## src/rtl/datapath_sequencer.sv

```systemverilog
// Moore sequencer that drives every control line of the 5-bit two-AU datapath for one
// load / accumulate / split / fold job, ending with a one-cycle done pulse.
module datapath_sequencer #(
    parameter logic [1:0] OP_ADD = 2'b00,
    parameter logic [1:0] OP_SUB = 2'b01,
    parameter int         ITER_W = 3
) (
    input  logic              clk,
    input  logic              clear,
    input  logic              start,
    input  logic [ITER_W-1:0] iter,
    output logic              busy,
    output logic              R1_e,
    output logic              R2_e,
    output logic              R3_e,
    output logic              R4_e,
    output logic              R5_e,
    output logic              R1_tri,
    output logic              R2_tri,
    output logic              In1_tri,
    output logic              In2_tri,
    output logic              AU1_tri,
    output logic              AU1_tri1,
    output logic              shift3_tri,
    output logic              AU2_tri,
    output logic              R4_tri,
    output logic              R5_tri,
    output logic [1:0]        AU1_op,
    output logic [1:0]        AU2_op,
    output logic              done
);

    typedef enum logic [2:0] {
        S_IDLE,
        S_LOAD,
        S_ACC,
        S_SPLIT,
        S_MIX4,
        S_MIX5,
        S_DONE
    } state_t;

    typedef struct packed {
        logic       busy;
        logic       r1_e;
        logic       r2_e;
        logic       r3_e;
        logic       r4_e;
        logic       r5_e;
        logic       r1_tri;
        logic       r2_tri;
        logic       in1_tri;
        logic       in2_tri;
        logic       au1_tri;
        logic       au1_tri1;
        logic       shift3_tri;
        logic       au2_tri;
        logic       r4_tri;
        logic       r5_tri;
        logic [1:0] au1_op;
        logic [1:0] au2_op;
        logic       done;
    } ctrl_t;

    // Control word for a state; each state drives at most one source per shared bus.
    function automatic ctrl_t decode(input state_t s);
        ctrl_t c;
        c        = '0;
        c.au1_op = OP_ADD;
        c.au2_op = OP_ADD;
        case (s)
            S_LOAD: begin
                c.busy    = 1'b1;
                c.in2_tri = 1'b1;
                c.r1_e    = 1'b1;
                c.in1_tri = 1'b1;
                c.r2_e    = 1'b1;
            end
            S_ACC: begin
                c.busy    = 1'b1;
                c.r2_tri  = 1'b1;
                c.au1_op  = OP_ADD;
                c.au1_tri = 1'b1;
                c.r1_e    = 1'b1;
            end
            S_SPLIT: begin
                c.busy       = 1'b1;
                c.r2_tri     = 1'b1;
                c.au1_op     = OP_ADD;
                c.r4_e       = 1'b1;
                c.r5_e       = 1'b1;
                c.shift3_tri = 1'b1;
                c.r3_e       = 1'b1;
            end
            S_MIX4: begin
                c.busy    = 1'b1;
                c.r4_tri  = 1'b1;
                c.au2_op  = OP_SUB;
                c.au2_tri = 1'b1;
                c.r3_e    = 1'b1;
            end
            S_MIX5: begin
                c.busy    = 1'b1;
                c.r5_tri  = 1'b1;
                c.au2_op  = OP_ADD;
                c.au2_tri = 1'b1;
                c.r3_e    = 1'b1;
            end
            S_DONE: begin
                c.busy = 1'b1;
                c.done = 1'b1;
            end
            default: c = c;
        endcase
        return c;
    endfunction

    state_t            state;
    logic [ITER_W-1:0] cnt;
    ctrl_t             ctrl;

    // Outputs are registered alongside the state so each is a pure decode of the next state.
    always_ff @(posedge clk) begin
        if (clear) begin
            state <= S_IDLE;
            cnt   <= '0;
            ctrl  <= decode(S_IDLE);
        end else begin
            case (state)
                S_IDLE: begin
                    if (start) begin
                        cnt   <= iter;
                        state <= S_LOAD;
                        ctrl  <= decode(S_LOAD);
                    end
                end
                S_LOAD: begin
                    if (cnt != '0) begin
                        state <= S_ACC;
                        ctrl  <= decode(S_ACC);
                    end else begin
                        state <= S_SPLIT;
                        ctrl  <= decode(S_SPLIT);
                    end
                end
                S_ACC: begin
                    cnt <= cnt - ITER_W'(1);
                    if (cnt > ITER_W'(1)) begin
                        state <= S_ACC;
                        ctrl  <= decode(S_ACC);
                    end else begin
                        state <= S_SPLIT;
                        ctrl  <= decode(S_SPLIT);
                    end
                end
                S_SPLIT: begin
                    state <= S_MIX4;
                    ctrl  <= decode(S_MIX4);
                end
                S_MIX4: begin
                    state <= S_MIX5;
                    ctrl  <= decode(S_MIX5);
                end
                S_MIX5: begin
                    state <= S_DONE;
                    ctrl  <= decode(S_DONE);
                end
                default: begin
                    state <= S_IDLE;
                    ctrl  <= decode(S_IDLE);
                end
            endcase
        end
    end

    assign busy       = ctrl.busy;
    assign R1_e       = ctrl.r1_e;
    assign R2_e       = ctrl.r2_e;
    assign R3_e       = ctrl.r3_e;
    assign R4_e       = ctrl.r4_e;
    assign R5_e       = ctrl.r5_e;
    assign R1_tri     = ctrl.r1_tri;
    assign R2_tri     = ctrl.r2_tri;
    assign In1_tri    = ctrl.in1_tri;
    assign In2_tri    = ctrl.in2_tri;
    assign AU1_tri    = ctrl.au1_tri;
    assign AU1_tri1   = ctrl.au1_tri1;
    assign shift3_tri = ctrl.shift3_tri;
    assign AU2_tri    = ctrl.au2_tri;
    assign R4_tri     = ctrl.r4_tri;
    assign R5_tri     = ctrl.r5_tri;
    assign AU1_op     = ctrl.au1_op;
    assign AU2_op     = ctrl.au2_op;
    assign done       = ctrl.done;

endmodule
```

## config.mk

```make
export PLATFORM = sky130hd
export DESIGN_NAME = datapath_sequencer
export DESIGN_NICKNAME = d
export VERILOG_FILES = /design/src/rtl/datapath_sequencer.sv
export SDC_FILE = /design/constraint.sdc
export NUM_CORES = 1
export LEC_CHECK = 0
export CORE_MARGIN = 2
export CORE_UTILIZATION = 45
export DETAILED_ROUTE_END_ITERATION = 10
export PLACE_DENSITY_LB_ADDON = 0.08
export SKIP_LAST_GASP = 1
export SLEW_MARGIN = 40
export SYNTH_ARGS = -nofsm -noshare
export SYNTH_HDL_FRONTEND = slang
export SYNTH_SLANG_ARGS = --single-unit
```

## constraint.sdc

```tcl
create_clock -name clk -period 1.3 [get_ports clk]
set_clock_uncertainty 0.15 [all_clocks]
set_input_delay 0.13 -clock clk [delete_from_list [all_inputs] [get_ports clk]]
set_output_delay 0.13 -clock clk [all_outputs]
set_load 0.01 [all_outputs]
```

==> results of run 1 <==
## state kept, by name, summed over array words and instances, names as in the netlist
signal	cells
AU2_op	1
R2_tri	1
R4_e	1
R1_e	1
cnt	3
R3_e	1
state	3
AU2_tri	1
AU1_tri	1
busy	1
R2_e	1
R5_tri	1
done	1
## timing repair
item,4_1_cts,5_1_grt
setup buffers,0,1
gates resized for setup,19,15
pin swaps,0,5
hold endpoints to repair,0,0
endpoints found under the setup margin,25,9
## power groups by stage
stage / clock (mW) / combinational [mW] / sequential (mW)
after floorplan: 0 / 0.461 / 0.709
after global placement: 0 / 0.753 / 0.716
after detailed placement: 0 / 0.763 / 0.719
after CTS: 0.283 / 0.713 / 0.710
after global routing: 0.313 / 0.880 / 0.734
final: 0.289 / 0.798 / 0.720
## worst max-delay path by stage
stage / startpoint / slack, ns / depth (start not counted) / endpoint
floorplan: state[2]$_SDFFE_PP0P_ / 0.07 / 5 / cnt[0]$_SDFFE_PP0P_
global placement: start / -0.21 / 4 / cnt[0]$_SDFFE_PP0P_
detailed placement: start / -0.27 / 4 / R2_tri$_SDFFE_PP0P_
CTS: cnt[0]$_SDFFE_PP0P_ / 0.006 / 6 / R1_e$_SDFFE_PP0P_
global route: cnt[1]$_SDFFE_PP0P_ / -0.05 / 6 / R1_e$_SDFFE_PP0P_
finish: cnt[1]$_SDFFE_PP0P_ / 0.04 / 6 / R1_e$_SDFFE_PP0P_
## synthesized netlist by cell type (2+ instances only)
cell type,count
a21oi_1,8
inv_1,4
nor4_1,2
mux2i_1,2
nand2b_1,2
dfxtp_1,17
nor3_1,5
nor2b_1,2
buf_2,2
nor2_1,9
o21ai_0,8
ha_1,2
buf_6,2
buf_4,12
a31oi_1,2
nand2_1,4
## per-layer routing
metal	vias up	wire length, µm	GRT usage, %
li1	397	-	-
met1	372	927	23.5
met2	33	972	31.7
met3	2	129	4.53
met4	0	12	8.11
met5	-	0	0
## area by class of cell
type / count / area, µm² / share of cell area, %
multi-input combinational: 68 / 439 / 37.1
inverter: 4 / 15.0 / 1.27
tap: 25 / 31.3 / 2.65
timing repair buffer: 38 / 320 / 27.1
clock buffer: 4 / 26.3 / 2.22
sequential: 17 / 350 / 29.6
## worst max-delay path, stage by stage, from the launching register on
cell	delay, ns
dfxtp_2	0.35
inv_2	0.05
ha_4	0.16
nand2_4	0.06
o21a_1	0.14
o21ai_2	0.08
a211oi_2	0.21
## cells in the final DEF, fill, tap and decap left out, drive strengths merged
| master | n |
|---|---|
| a211oi | 2 |
| nand2b | 2 |
| and2 | 1 |
| a221oi | 1 |
| conb | 5 |
| o22ai | 1 |
| nand3 | 1 |
| mux2i | 2 |
| a31oi | 2 |
| ha | 2 |
| o21ai | 9 |
| clkdlybuf4s50 | 4 |
| a32oi | 1 |
| a21oi | 8 |
| or2 | 1 |
| dlymetal6s2s | 1 |
| xor2 | 1 |
| buf | 17 |
| a22oi | 1 |
| nor3 | 5 |
| nand2 | 4 |
| nand3b | 1 |
| dlygate4sd2 | 16 |
| nor2 | 10 |
| a2111oi | 1 |
| a21boi | 1 |
| nor2b | 2 |
| dfxtp | 17 |
| o21a | 1 |
| a311oi | 1 |
| clkbuf | 4 |
| nor4 | 2 |
| inv | 4 |
## through the flow
stage	util (%)	instance area (µm²)	total power, mW	setup TNS (ns)
2_1_floorplan	-	886	1.17	0
4_1_cts	64.0	1130	1.71	0
3_5_place_dp	63.3	1120	1.48	-1.98
3_3_place_gp	63.3	1120	1.47	-1.81
5_1_grt	67.0	1180	1.93	-0.0834
6_report	67.0	1180	1.81	0
## kinds of logic after synthesis
family                     Yosys count  synth area share (%)
AOI/OAI and AO/OA                   29                  21.0
xor gates and xnor gates             1                  1.01
adders and majority gates            2                  2.87
buffers and inverters               22                  16.7
DFF                                 17                  39.1
muxes                                2                  2.30
other                                1                 0.431
and+or+nand+nor                     29                  16.7
==> impl_metrics.tcl, run 1 <==
set metrics [dict create \
    grtUsageTotal_pct 19.1 \
    finalCritPeriodShare_pct 97.3 \
    dp.cells 151 \
    ir_worst_vdd_uv 1000 \
    clk_pin_slew_worst_paths_ns 0.10 \
    drtIter0Drc 32 \
    start_kind "flip-flop" \
    hold_slack_ns 0.254 \
    clock_latency_ns 0.29 \
    ant_nets 0 \
    clkSinkCount 17 \
    start_util_pct 49.4 \
    yosys_warnings 0 \
    synth_edf_count 0 \
    crit_required_ns 1.37 \
    numCtsBuffers 3 \
    power_frac_seq_pct 39.8 \
    grt_pass1_wl_um 3050 \
    p_int_mw 1.15 \
    die_area_um2 2300 \
    ff2ff_setup_slack_ns 0.04 \
    hold_violations 0 \
    firstDrtPassIters 4 \
    hpwl_um 1470 \
    synth_top_area_share_pct 39.1 \
    r2r_cells 6 \
    clock_path_buffers 2 \
    cellPowerDensity_nw_per_um2 1530 \
    setup_slack_ns 0.0354 \
    post-route-min-period_ns 1.26 \
    p_comb_share_pct 44.2 \
    async_flop_share_pct 0 \
    netlist_instances 103 \
    via_per_inst 5.15 \
    vias 804 \
    holdPathEnd "R2_e$_SDFFE_PP0P_" \
    pwr-share-clk_pct 16.0 \
    die-width_um 48.0 \
    wl_per_cell_um 13.1 \
    min_path_cells 4 \
    grt_pass1_vias 702 \
    die_y_um 48.0 \
    drc_errors 0 \
    final.fill_count 161 \
    switching_share_pct 36.3 \
    ys_ff_latch 17 \
    yosys.cell_types.count 36 \
    r2r-end "R1_e$_SDFFE_PP0P_" \
    synth_top_cell_by_area "dfxtp_1" \
    synthFlopType "dfxtp_1" \
    fmax_mhz 791 \
    synth_area_leaders "dfxtp_1, buf_4, a21oi_1, o21ai_0, nor2_1" \
    p_sw_mw 0.657 \
    nNetsFinal 140 \
    setup_viol 0 \
    r2r_start "cnt[1]$_SDFFE_PP0P_" \
    arrival_ns 1.33 \
    place.gp.congestion 0.845 \
    hold_class "in -> reg" \
    grt_max_degree 13 \
    syn_avg_cell_area_um2 8.45 \
    io_pins 27 \
    wirelength_um 2040 \
    hold_buffers 0 \
    dp_slack_ns -0.270 \
    netlist_area_um2 871 \
    criticalPathCategory "reg -> reg" \
    numPortBuffers 21 \
    ys_seq_area_share_pct 39.1 \
    end_kind "flip-flop" \
    maxSlewViolCount 0 \
    cap_violations 0 \
    p_leak_nw 0.543 \
    grt_overflow 0 \
    drive_gt1_share_pct 27.5 \
    n_antenna_cell 0 \
    fin_cells 156 \
    coreArea_um2 1760 \
    htree_levels 1 \
    root_buffer "clkbuf_4" \
    path_max_fanout 2 \
    status "finished clean" \
    syn_to_final_growth_pct 35.8 \
    hp-start "start" \
    cts_tree "yes" \
    row_count 15 \
    antenna_found_initial 0 \
    rsz0062_at_grt "true" \
]
Note: power is estimated with default switching activity, not from simulation.
==> inputs of run 2 (changes only) <==
CELL_PAD_IN_SITES_DETAIL_PLACEMENT = 0   (was unset)
CELL_PAD_IN_SITES_GLOBAL_PLACEMENT = 1   (was unset)
CORE_UTILIZATION = 32   (was 45)
==> run 2 against run 1 <==
  * Routed wire length grew 14%
  * Flip-flop and latch count is the same
  * Die area grew 37%
  * Sequential share of layout area shrank 2.3 points
  * Highest routed layer unchanged
  * Critical endpoint is now cnt[0]$_SDFFE_PP0P_
  * Combinational power grew 19%
  * Sequential power shrank 2%
  * Utilization shrank 16 points
  * Non-clock buffer count grew 6
  * Largest cell class unchanged
  * Worst hold slack gained 0.075 ns
  * Clock-buffer cell count is the same
  * Register-to-register slack is essentially flat
==> impl_metrics.tcl, run 2 (synthesized netlist as in run 1, its figures left out) <==
set metrics [dict create \
    via_per_inst 4.85 \
    hp-start "AU1_tri$_SDFFE_PP0P_" \
    grt_overflow 0 \
    maxSlewViolCount 0 \
    die_y_um 56.2 \
    path_buf_inv 0 \
    final_core_util_pct 50.8 \
    syn_to_final_growth_pct 47.3 \
    status "finished clean" \
    start_util_pct 34.5 \
    path_delay_family "simple AND/OR/NAND/NOR gates" \
    dp.cells 156 \
    drtIter0Drc 4 \
    finalCritPeriodShare_pct 96.8 \
    drive_gt1_share_pct 35.0 \
    grt_pass1_vias 755 \
    hold_violations 0 \
    nNetsFinal 146 \
    wl_per_cell_um 14.0 \
    hold_class "reg -> reg" \
    wirelength_um 2340 \
    antenna_found_initial 0 \
    row_count 18 \
    p_leak_nw 0.579 \
    clk_pin_slew_worst_paths_ns 0.11 \
    slowest_stage "dfxtp_4" \
    setup_viol 0 \
    crit_path_max_incr_delay_ns 0.39 \
    layout_common_cells "buf_4, dlygate4sd2_1, dfxtp_1, a21oi_1" \
    crit_required_ns 1.36 \
    die_area_um2 3150 \
    path_max_fanout 6 \
    final_common_cell "buf_4" \
    ant_nets 0 \
    ff2ff_setup_slack_ns 0.04 \
    grtUsageTotal_pct 14.7 \
    hold_buffers 0 \
    firstDrtPassIters 4 \
    grt_pass1_wl_um 3660 \
    final.fill_count 268 \
    setup.worst_path.start "state[0]$_SDFFE_PP0P_" \
    coreArea_um2 2520 \
    crit_chain "or2_4 > nor2_2 > nor2_1 > a311oi_2" \
    cellPowerDensity_nw_per_um2 1530 \
    clock_path_buffers 2 \
    start_kind "flip-flop" \
    clkSinkCount 17 \
    numPortBuffers 21 \
    reg.largest.list "cnt: 3 flops, state: 3 flops" \
    cts_tree "yes" \
    r2r_start "state[0]$_SDFFE_PP0P_" \
    cap_violations 0 \
    htree_levels 1 \
    post-route-min-period_ns 1.26 \
    drc_errors 0 \
    finalSetupTns_ns 0 \
    fin_cells 167 \
    ir_worst_vdd_uv 822 \
    root_buffer "clkbuf_4" \
    clock_latency_ns 0.30 \
    end_kind "flip-flop" \
    die-width_um 56.2 \
    criticalPathCategory "reg -> reg" \
    fmax_mhz 794 \
    io_pins 27 \
    place.gp.congestion 0.778 \
    grt_max_degree 17 \
    numCtsBuffers 3 \
    hpwl_um 1570 \
    rsz0062_at_grt "true" \
    arrival_ns 1.32 \
    vias 810 \
    n_antenna_cell 0 \
]
-- run 2: cell type report --
type / count / area (µm²) / area share, %
well taps: 30 / 37.5 / 2.93
flip-flops and latches: 17 / 350 / 27.3
inverters: 4 / 15.0 / 1.17
clock buffers: 4 / 26.3 / 2.05
repair buffers: 44 / 367 / 28.6
multi-input cells: 68 / 487 / 38.0
-- run 2: worst paths after layout --
| path | to | cells past startpoint |
|---|---|---|
| max | cnt[0]$_SDFFE_PP0P_ | 4 |
| min reg2reg | AU1_tri$_SDFFE_PP0P_ | 2 |
| min | AU1_tri$_SDFFE_PP0P_ | 2 |
| max reg2reg | cnt[0]$_SDFFE_PP0P_ | 4 |
-- run 2: timing repair --
action | in CTS | in global routing
endpoints found under the hold margin | 0 | 0
pin swaps | 0 | 10
gates resized for setup | 22 | 25
setup buffers | 2 | 5
setup endpoints to repair | 29 | 9
gates cloned | 0 | 0
-- run 2: layer usage --
layer	vias up	GRT usage [%]	share of wire, %
met5	-	0	0
met4	0	6.12	1.8
met3	5	2.79	3.0
met2	14	24.0	47
met1	384	18.9	48
li1	407	-	-
-- run 2: tightest hold or removal path: cells and delay by family, from the launching register on --
family | cells | cell delay [ns]
compound gates | 1 | 0.05
simple gates | 1 | 0.06
flops | 1 | 0.33
-- run 2: per-stage QoR --
stage          total power, mW  hold slack, ns  cell area [µm²]  setup WS, ns
2_1_floorplan             1.17           0.188              886        0.0720
3_3_place_gp              1.47           0.318             1120        -0.185
3_5_place_dp              1.48           0.324             1120        -0.224
4_1_cts                   1.77           0.337             1160     -0.000965
5_1_grt                   2.09           0.348             1280       -0.0154
6_report                  1.96           0.328             1280        0.0412
-- run 2: where the power goes --
group          leakage (nW)  total [mW]  switching (mW)  internal, mW
logic                 0.423       0.951           0.468         0.484
clock network        0.0150       0.306           0.187         0.120
registers             0.142       0.704          0.0768         0.627
